`src/rtl/mem_req_arbiter.sv`:
```
// Two-port round-robin memory request arbiter with grant locking on stalls.
// Responses return in order and are steered back through a FIFO of grant IDs.
module mem_req_arbiter #(
  parameter int p_addr_bits    = 32,
  parameter int p_data_bits    = 32,
  parameter int p_opaq_bits    = 8,
  parameter int p_max_inflight = 4
) (
  input  logic                         clk,
  input  logic                         rst,

  input  logic                         req0_val,
  output logic                         req0_rdy,
  input  logic                         req0_op,
  input  logic [p_addr_bits-1:0]       req0_addr,
  input  logic [p_data_bits-1:0]       req0_data,
  input  logic [p_opaq_bits-1:0]       req0_opaq,

  input  logic                         req1_val,
  output logic                         req1_rdy,
  input  logic                         req1_op,
  input  logic [p_addr_bits-1:0]       req1_addr,
  input  logic [p_data_bits-1:0]       req1_data,
  input  logic [p_opaq_bits-1:0]       req1_opaq,

  output logic                         resp0_val,
  input  logic                         resp0_rdy,
  output logic                         resp0_op,
  output logic [p_data_bits-1:0]       resp0_data,
  output logic [p_opaq_bits-1:0]       resp0_opaq,

  output logic                         resp1_val,
  input  logic                         resp1_rdy,
  output logic                         resp1_op,
  output logic [p_data_bits-1:0]       resp1_data,
  output logic [p_opaq_bits-1:0]       resp1_opaq,

  output logic                         mem_req_val,
  input  logic                         mem_req_rdy,
  output logic                         mem_req_op,
  output logic [p_addr_bits-1:0]       mem_req_addr,
  output logic [p_data_bits-1:0]       mem_req_data,
  output logic [p_opaq_bits-1:0]       mem_req_opaq,

  input  logic                         mem_resp_val,
  output logic                         mem_resp_rdy,
  input  logic                         mem_resp_op,
  input  logic [p_data_bits-1:0]       mem_resp_data,
  input  logic [p_opaq_bits-1:0]       mem_resp_opaq,

  output logic [$clog2(p_max_inflight):0] inflight
);

  localparam int PW = $clog2(p_max_inflight);
  localparam int CW = PW + 1;
  localparam logic [CW-1:0] FULL_CNT = CW'(p_max_inflight);

  logic                      last_grant_q, last_grant_d;
  logic                      lock_valid_q, lock_valid_d;
  logic                      lock_id_q, lock_id_d;
  logic [p_max_inflight-1:0] ids_q, ids_d;
  logic [PW-1:0]             head_q, head_d;
  logic [PW-1:0]             tail_q, tail_d;
  logic [CW-1:0]             count_q, count_d;

  logic sel, sel_val, full, empty, head_id, req_fire, resp_fire;

  // A locked grant wins; otherwise a tie goes to whoever did not win last.
  always_comb begin
    sel = 1'b0;
    if (lock_valid_q)
      sel = lock_id_q;
    else if (req0_val ^ req1_val)
      sel = req1_val;
    else if (req0_val && req1_val)
      sel = ~last_grant_q;
  end

  assign full    = (count_q == FULL_CNT);
  assign empty   = (count_q == '0);
  assign sel_val = sel ? req1_val : req0_val;
  assign head_id = ids_q[head_q];

  assign mem_req_val  = !rst && sel_val && !full;
  assign mem_req_op   = sel ? req1_op   : req0_op;
  assign mem_req_addr = sel ? req1_addr : req0_addr;
  assign mem_req_data = sel ? req1_data : req0_data;
  assign mem_req_opaq = sel ? req1_opaq : req0_opaq;
  assign req0_rdy     = !rst && !sel && mem_req_rdy && !full;
  assign req1_rdy     = !rst &&  sel && mem_req_rdy && !full;

  assign resp0_val    = !rst && !empty && mem_resp_val && !head_id;
  assign resp1_val    = !rst && !empty && mem_resp_val &&  head_id;
  assign mem_resp_rdy = !rst && !empty && (head_id ? resp1_rdy : resp0_rdy);
  assign resp0_op     = mem_resp_op;
  assign resp0_data   = mem_resp_data;
  assign resp0_opaq   = mem_resp_opaq;
  assign resp1_op     = mem_resp_op;
  assign resp1_data   = mem_resp_data;
  assign resp1_opaq   = mem_resp_opaq;

  assign req_fire  = mem_req_val && mem_req_rdy;
  assign resp_fire = mem_resp_val && mem_resp_rdy;
  assign inflight  = count_q;

  always_comb begin
    last_grant_d = last_grant_q;
    lock_valid_d = lock_valid_q;
    lock_id_d    = lock_id_q;
    ids_d        = ids_q;
    head_d       = head_q;
    tail_d       = tail_q;
    count_d      = count_q;
    if (req_fire) begin
      ids_d[tail_q] = sel;
      tail_d        = tail_q + PW'(1);
      last_grant_d  = sel;
      lock_valid_d  = 1'b0;
    end else if (mem_req_val) begin
      // Presented but not accepted: pin the grant until it fires.
      lock_valid_d = 1'b1;
      lock_id_d    = sel;
    end
    if (resp_fire)
      head_d = head_q + PW'(1);
    case ({req_fire, resp_fire})
      2'b10:   count_d = count_q + CW'(1);
      2'b01:   count_d = count_q - CW'(1);
      default: count_d = count_q;
    endcase
  end

  always_ff @(posedge clk) begin
    if (rst) begin
      last_grant_q <= 1'b1;
      lock_valid_q <= 1'b0;
      lock_id_q    <= 1'b0;
      ids_q        <= '0;
      head_q       <= '0;
      tail_q       <= '0;
      count_q      <= '0;
    end else begin
      last_grant_q <= last_grant_d;
      lock_valid_q <= lock_valid_d;
      lock_id_q    <= lock_id_d;
      ids_q        <= ids_d;
      head_q       <= head_d;
      tail_q       <= tail_d;
      count_q      <= count_d;
    end
  end

endmodule

```
`config.mk`:
```
export PLATFORM = sky130hd
export DESIGN_NAME = mem_req_arbiter
export DESIGN_NICKNAME = d
export VERILOG_FILES = /design/src/rtl/mem_req_arbiter.sv
export SDC_FILE = /design/constraint.sdc
export NUM_CORES = 1
export LEC_CHECK = 0
export ABC_CLOCK_PERIOD_IN_PS = 3500
export CAP_MARGIN = 0
export CORE_AREA = 5 5 137 139
export CTS_BUF_LIST = sky130_fd_sc_hd__clkbuf_4 sky130_fd_sc_hd__clkbuf_8
export CTS_CLUSTER_DIAMETER = 80
export CTS_CLUSTER_SIZE = 10
export DETAILED_ROUTE_END_ITERATION = 10
export DIE_AREA = 0 0 142 144
export GPL_TIMING_DRIVEN = 0
export SYNTH_ARGS = -nofsm -noshare
export SYNTH_HDL_FRONTEND = slang
export SYNTH_SLANG_ARGS = --single-unit
export TNS_END_PERCENT = 50
```
`constraint.sdc`:
```
create_clock -name clk -period 3.5 [get_ports clk]
set_input_delay 0.7 -clock clk [delete_from_list [all_inputs] [get_ports clk]]
set_output_delay 0.7 -clock clk [all_outputs]
set_load 0.01 [all_outputs]
```
# Word level (Yosys, flattened, before mapping)
# Index checks and enable logic that the tools add are counted.
# Widths: inputs -> output; s select.
dict set report word_totals {
  register_bits 14
  latchBits 0
  mem_bits_rw 0
  mem_bits_ro 0
  output_inout_bits 164
  wordCells 61
  n_memories 0
}
dict set report classes {
  add_sub_neg 4
  n_mul 0
  n_div 0
  order_cmp 3
  eq_ne 3
  shifts 0
  muxes 15
  bitwise 3
  n_reduce_logical 26
}
# operator count
set op_table {}
lappend op_table {{$mux 32} 2}
lappend op_table {{$logic_and 1x1->1} 17}
lappend op_table {{$mux 1} 8}
lappend op_table {{$mux 8} 1}
lappend op_table {{$lt 2x3->1 const B} 2}
lappend op_table {{$pmux 3 s2} 1}
lappend op_table {{$logic_not 1->1} 5}
lappend op_table {{$add 2x1->2 const B} 2}
lappend op_table {{$bwmux 4} 1}
lappend op_table {{$add 3x1->3 const B} 1}
lappend op_table {{$eq 3x3->1 const B} 1}
lappend op_table {{$logic_not 3->1} 1}
lappend op_table {{$sub 3x1->3 const B} 1}
lappend op_table {{$bmux 1 s2} 1}
lappend op_table {{$demux 1 s2} 1}
lappend op_table {{$eq 2x1->1 const B} 1}
lappend op_table {{$eq 2x2->1 const B} 1}
lappend op_table {{$ge 2x1->1 const B} 1}
lappend op_table {{$not 1->1} 2}
lappend op_table {{$reduce_and 2->1} 1}
lappend op_table {{$reduce_bool 2->1} 1}
lappend op_table {{$reduce_or 2->1} 1}
lappend op_table {{$xor 1x1->1} 1}

# Logic depth before layout (Yosys ltp)
dict set report logic_depth {
  depth_word 10
  mapped_depth 11
}

# Worst setup path after synthesis
# Ideal clock, no wire load.
dict set report synth_timing {
  path_type {in2out}
  from {input req0_val}
  to {output mem_req_addr[27]}
  t_arrival_ns 2.237
  t_required_ns 2.800
  slack_ns 0.563
  cell_stages 6
  path_buffers 2
  cell_sequence {ha_1 > or3b_1 > a21oi_2 > buf_6 > buf_4 > mux2_2}
}
dict set report synth_between {
  elab_chain_len 5
  word_cells_on_any_way 6
}
# element line
set synth_rtl {}
lappend synth_rtl {{start, declared} 12} ;# input logic req0_val,
lappend synth_rtl {{$logic_and 1x1->1} 75} ;# else if (req0_val && req1_val)
lappend synth_rtl {{$mux 1} 75}
lappend synth_rtl {{$mux 1 *} 73} ;# else if (req0_val ^ req1_val)
lappend synth_rtl {{$mux 1 *} 71} ;# if (lock_valid_q)
lappend synth_rtl {{$mux 32 *} 86} ;# assign mem_req_addr = sel ? req1_addr : req0_addr;
lappend synth_rtl {{end, declared} 41} ;# output logic [p_addr_bits-1:0] mem_req_addr,
# Mark *: on every way between the ends. The rest lies on a longest branch, timed or not.

# Worst setup path after layout
dict set report layout_timing {
  from {input req0_val}
  to {output mem_req_data[26]}
}
dict set report layout_between {
  elab_chain_len 5
  word_cells_on_any_way 6
}
# element line
set layout_rtl {}
lappend layout_rtl {{$logic_and 1x1->1} 75}
lappend layout_rtl {{$mux 1} 75}
lappend layout_rtl {{$mux 1 *} 73}
lappend layout_rtl {{$mux 1 *} 71}
lappend layout_rtl {{$mux 32 *} 87} ;# assign mem_req_data = sel ? req1_data : req0_data;
lappend layout_rtl {{end, declared} 42} ;# output logic [p_data_bits-1:0] mem_req_data,
# Marks and branches as above.

==> impl_metrics.tcl <==
set metrics [dict create \
    r2r_setup_slack_ps 920 \
    power_mw 1.26 \
    crit_required_ps 2800 \
    cp-end-kind "primary output" \
    postCtsHoldBufs 0 \
    avgSynthCellArea_um2 9.12 \
    fin_worst_skew_ps 0.566 \
    cts-root-buf "clkbuf_8" \
    vias 3127 \
    wl_per_cell_um 15.2 \
    tightest_slew_ps 637 \
    finalWirelength_um 12600 \
    cts.reportedPaths.clkPinSlew_ps 60 \
    ys.flop_type "dfxtp_1" \
    setup_viol 0 \
    async_flop_share_pct 0 \
    port_buffers 317 \
    ys_warn_count 0 \
    power.share.sequential_pct 13.7 \
    path_max_fanout 5 \
    hold_viol_final 0 \
    grt_max_degree 11 \
    synth_top_area_share_pct 34.0 \
    cts_tree "yes" \
    fin_nets 803 \
    leakage_nw 2.61 \
    yosysMostFrequentCell "buf_4" \
    start_kind "primary input" \
    synth_nets 467 \
    dpl.hpwl_um 11200 \
    cp_slowest_stage_delay_ps 410 \
    synth_area_um2 2420 \
    pin_count 359 \
    hp-start "ids_q[0]" \
    yosysSeqAreaShare_pct 11.6 \
    dieArea_um2 20400 \
    synth_top_area_cell "mux2_2" \
    post-route-util_pct 34.8 \
    r2r-end "inflight[2]" \
    drtIter0Drc 58 \
    area_delta_synth_final_pct 153 \
    synth_edf_count 0 \
    max_freq_ghz 0.290 \
    viasPerCell 3.77 \
    r2r_cells 10 \
    p_per_area_nw_per_um2 206 \
    fin_ws_ps 55.2 \
    grt_overflow 0 \
    drc_errors 0 \
    fp.dieH_um 144 \
    combPwrFrac_pct 74.0 \
    initial_utilization_pct 13.8 \
    die_x_um 142 \
    hold_path_depth 2 \
    dp_slack_ps -860 \
    grt_pass1_wl_um 18000 \
    synth_cell_types 36 \
    synth_seq_cells 14 \
    whs_endpoint "ids_q[0]" \
    critPathBufInv 5 \
    rows 49 \
    ff_latch_area_um2 280 \
    crit_chain "clkdlybuf4s15_2 -> ha_4 -> or3b_4 -> a21oi_4 -> buf_4 -> buf_12 -> buf_16 -> mux2_2 -> dlygate4sd2_1" \
    drive_gt1_share_pct 33.5 \
    p_switching_mw 0.383 \
    antennaDiodeCount 0 \
    final_antenna_net_count 0 \
    multiInputGateArea_um2 1430 \
    critical_path.top_delay_family "buffers and inverters" \
    clockBufferDepth 2 \
    whs_ps 461 \
    crit_slowest_cell "or3b_4" \
    h-tree-depth 1 \
    final_area_um2 6110 \
    outcome "completed" \
    synth_top_cells_by_count "85 x buf_4, 73 x mux2_2, 14 x dfxtp_1" \
    maxCapViolations 0 \
    grt_pass1_vias 3508 \
    critPathKind "primary input to primary output" \
    hold_path.class "flop to flop" \
    antenna_found_initial 0 \
    rsz0062_at_grt "true" \
    r2r-start "last_grant_q" \
    switching_share_pct 30.4 \
    gp_congestion 0.823 \
    fp.coreArea_um2 17500 \
    fin_crit_ps 3440 \
    firstDrtPassIters 4 \
    worstPathArrival_ps 2740 \
    p_int_mw 0.878 \
    clockPowerShare_pct 12.3 \
    period_share_pct 98.4 \
    slew_violations 0 \
    placed_area_um2 5880 \
    slew_headroom_pct 57.5 \
    cts_made_buffers 3 \
    fillCellCount 1817 \
    syn_inst 265 \
    peakVddDrop_uv 109 \
    synthTopCellsByArea "mux2_2 34%, buf_4 26%, dfxtp_1 12%, mux2i_1 5.0%, ha_1 3.1%" \
    cts_sinks 14 \
    insertion_delay_ps 240 \
    globalRouteTotalUtil_pct 11.1 \
]
repair_timing:
item / 4_1_cts / 5_1_grt
setup endpoints to repair: 76 / 65
setup buffers: 13 / 0
pin swaps: 3 / 1
gates resized for setup: 104 / 22
gates cloned: 2 / 0
power by group through the flow:
| stage | Sequential, mW | Clock (mW) | Combinational (mW) |
|---|---|---|---|
| 2_1_floorplan | 0.175 | 0 | 0.391 |
| 3_3_place_gp | 0.176 | 0 | 0.919 |
| 3_5_place_dp | 0.176 | 0 | 0.928 |
| 4_1_cts | 0.173 | 0.160 | 0.942 |
| 5_1_grt | 0.174 | 0.173 | 0.998 |
| 6_report | 0.173 | 0.155 | 0.933 |
logic make-up (layout without fill, tap and decap cells):
family,after synthesis,after routing,synth area share (%)
mux,85,85,39.0
compound gates,18,18,6.06
buf+inv,100,435,30.1
xor+xnor,2,2,0.725
flops,14,14,11.6
simple gates,39,39,8.64
fa+ha+maj,7,7,3.93
registers in the layout, summed over array words and instances (netlist names):
register and flops:
inflight 3, ids_q 4, lock_valid_q 1, lock_id_q 1, tail_q 2, head_q 2
last_grant_q 1
worst register-to-register path: stages, from the launching register on:
cell	delay, ps
dfxtp_1	380
and3b_1	200
a2111o_1	430
clkbuf_8	180
nand2_2	70
ha_1	190
inv_1	60
fa_1	370
xor2_1	160
or3_1	320
a21oi_1	140
stage by stage:
stage,TNS (ps),instances
2_1_floorplan,0,265
6_report,0,829
3_5_place_dp,-55780,811
4_1_cts,0,829
5_1_grt,-73.4,829
3_3_place_gp,-51300,811
cells in the final DEF (no fill, tap or decap), types with 4 or more instances in the layout:
cell             count
dfxtp_1             14
dlymetal6s2s_1       4
a21oi_1              7
nand3_1              7
buf_8                8
clkdlybuf4s15_1     10
buf_4               91
dlygate4sd2_1       57
inv_1                7
clkdlybuf4s50_1    240
clkbuf_8             6
nor2_1               9
ha_1                 5
mux2i_1             12
nand2_1              8
mux2_2              73
worst max-delay path by stage:
| stage | start | to | slack [ps] | cells after the start |
|---|---|---|---|---|
| floorplan | req0_val | mem_req_addr[27] | 560 | 6 |
| global placement | req0_val | mem_req_data[17] | -800 | 8 |
| detailed placement | req1_val | mem_req_data[17] | -860 | 8 |
| CTS | req0_val | mem_req_data[19] | 1 | 8 |
| global route | req0_val | mem_req_opaq[6] | -20 | 9 |
| finish | req0_val | mem_req_data[26] | 60 | 9 |
area by class of cell:
type	instances	share of cell area [%]
repair buffers	332	53.6
multi-input cells	151	23.5
plain buffers	91	12.3
well taps	229	4.69
flip-flops and latches	14	4.59
clock buffers	4	0.902
inverters	8	0.492
layer usage:
metal / up-vias / wire length [um] / GRT usage, %
met1: 1421 / 3930 / 9.88
li1: 1500 / - / -
met4: 0 / 151 / 2.12
met3: 13 / 1350 / 3.74
met5: - / 0 / 0
met2: 193 / 7190 / 23.7
Note: power is estimated with default switching activity, not from simulation.
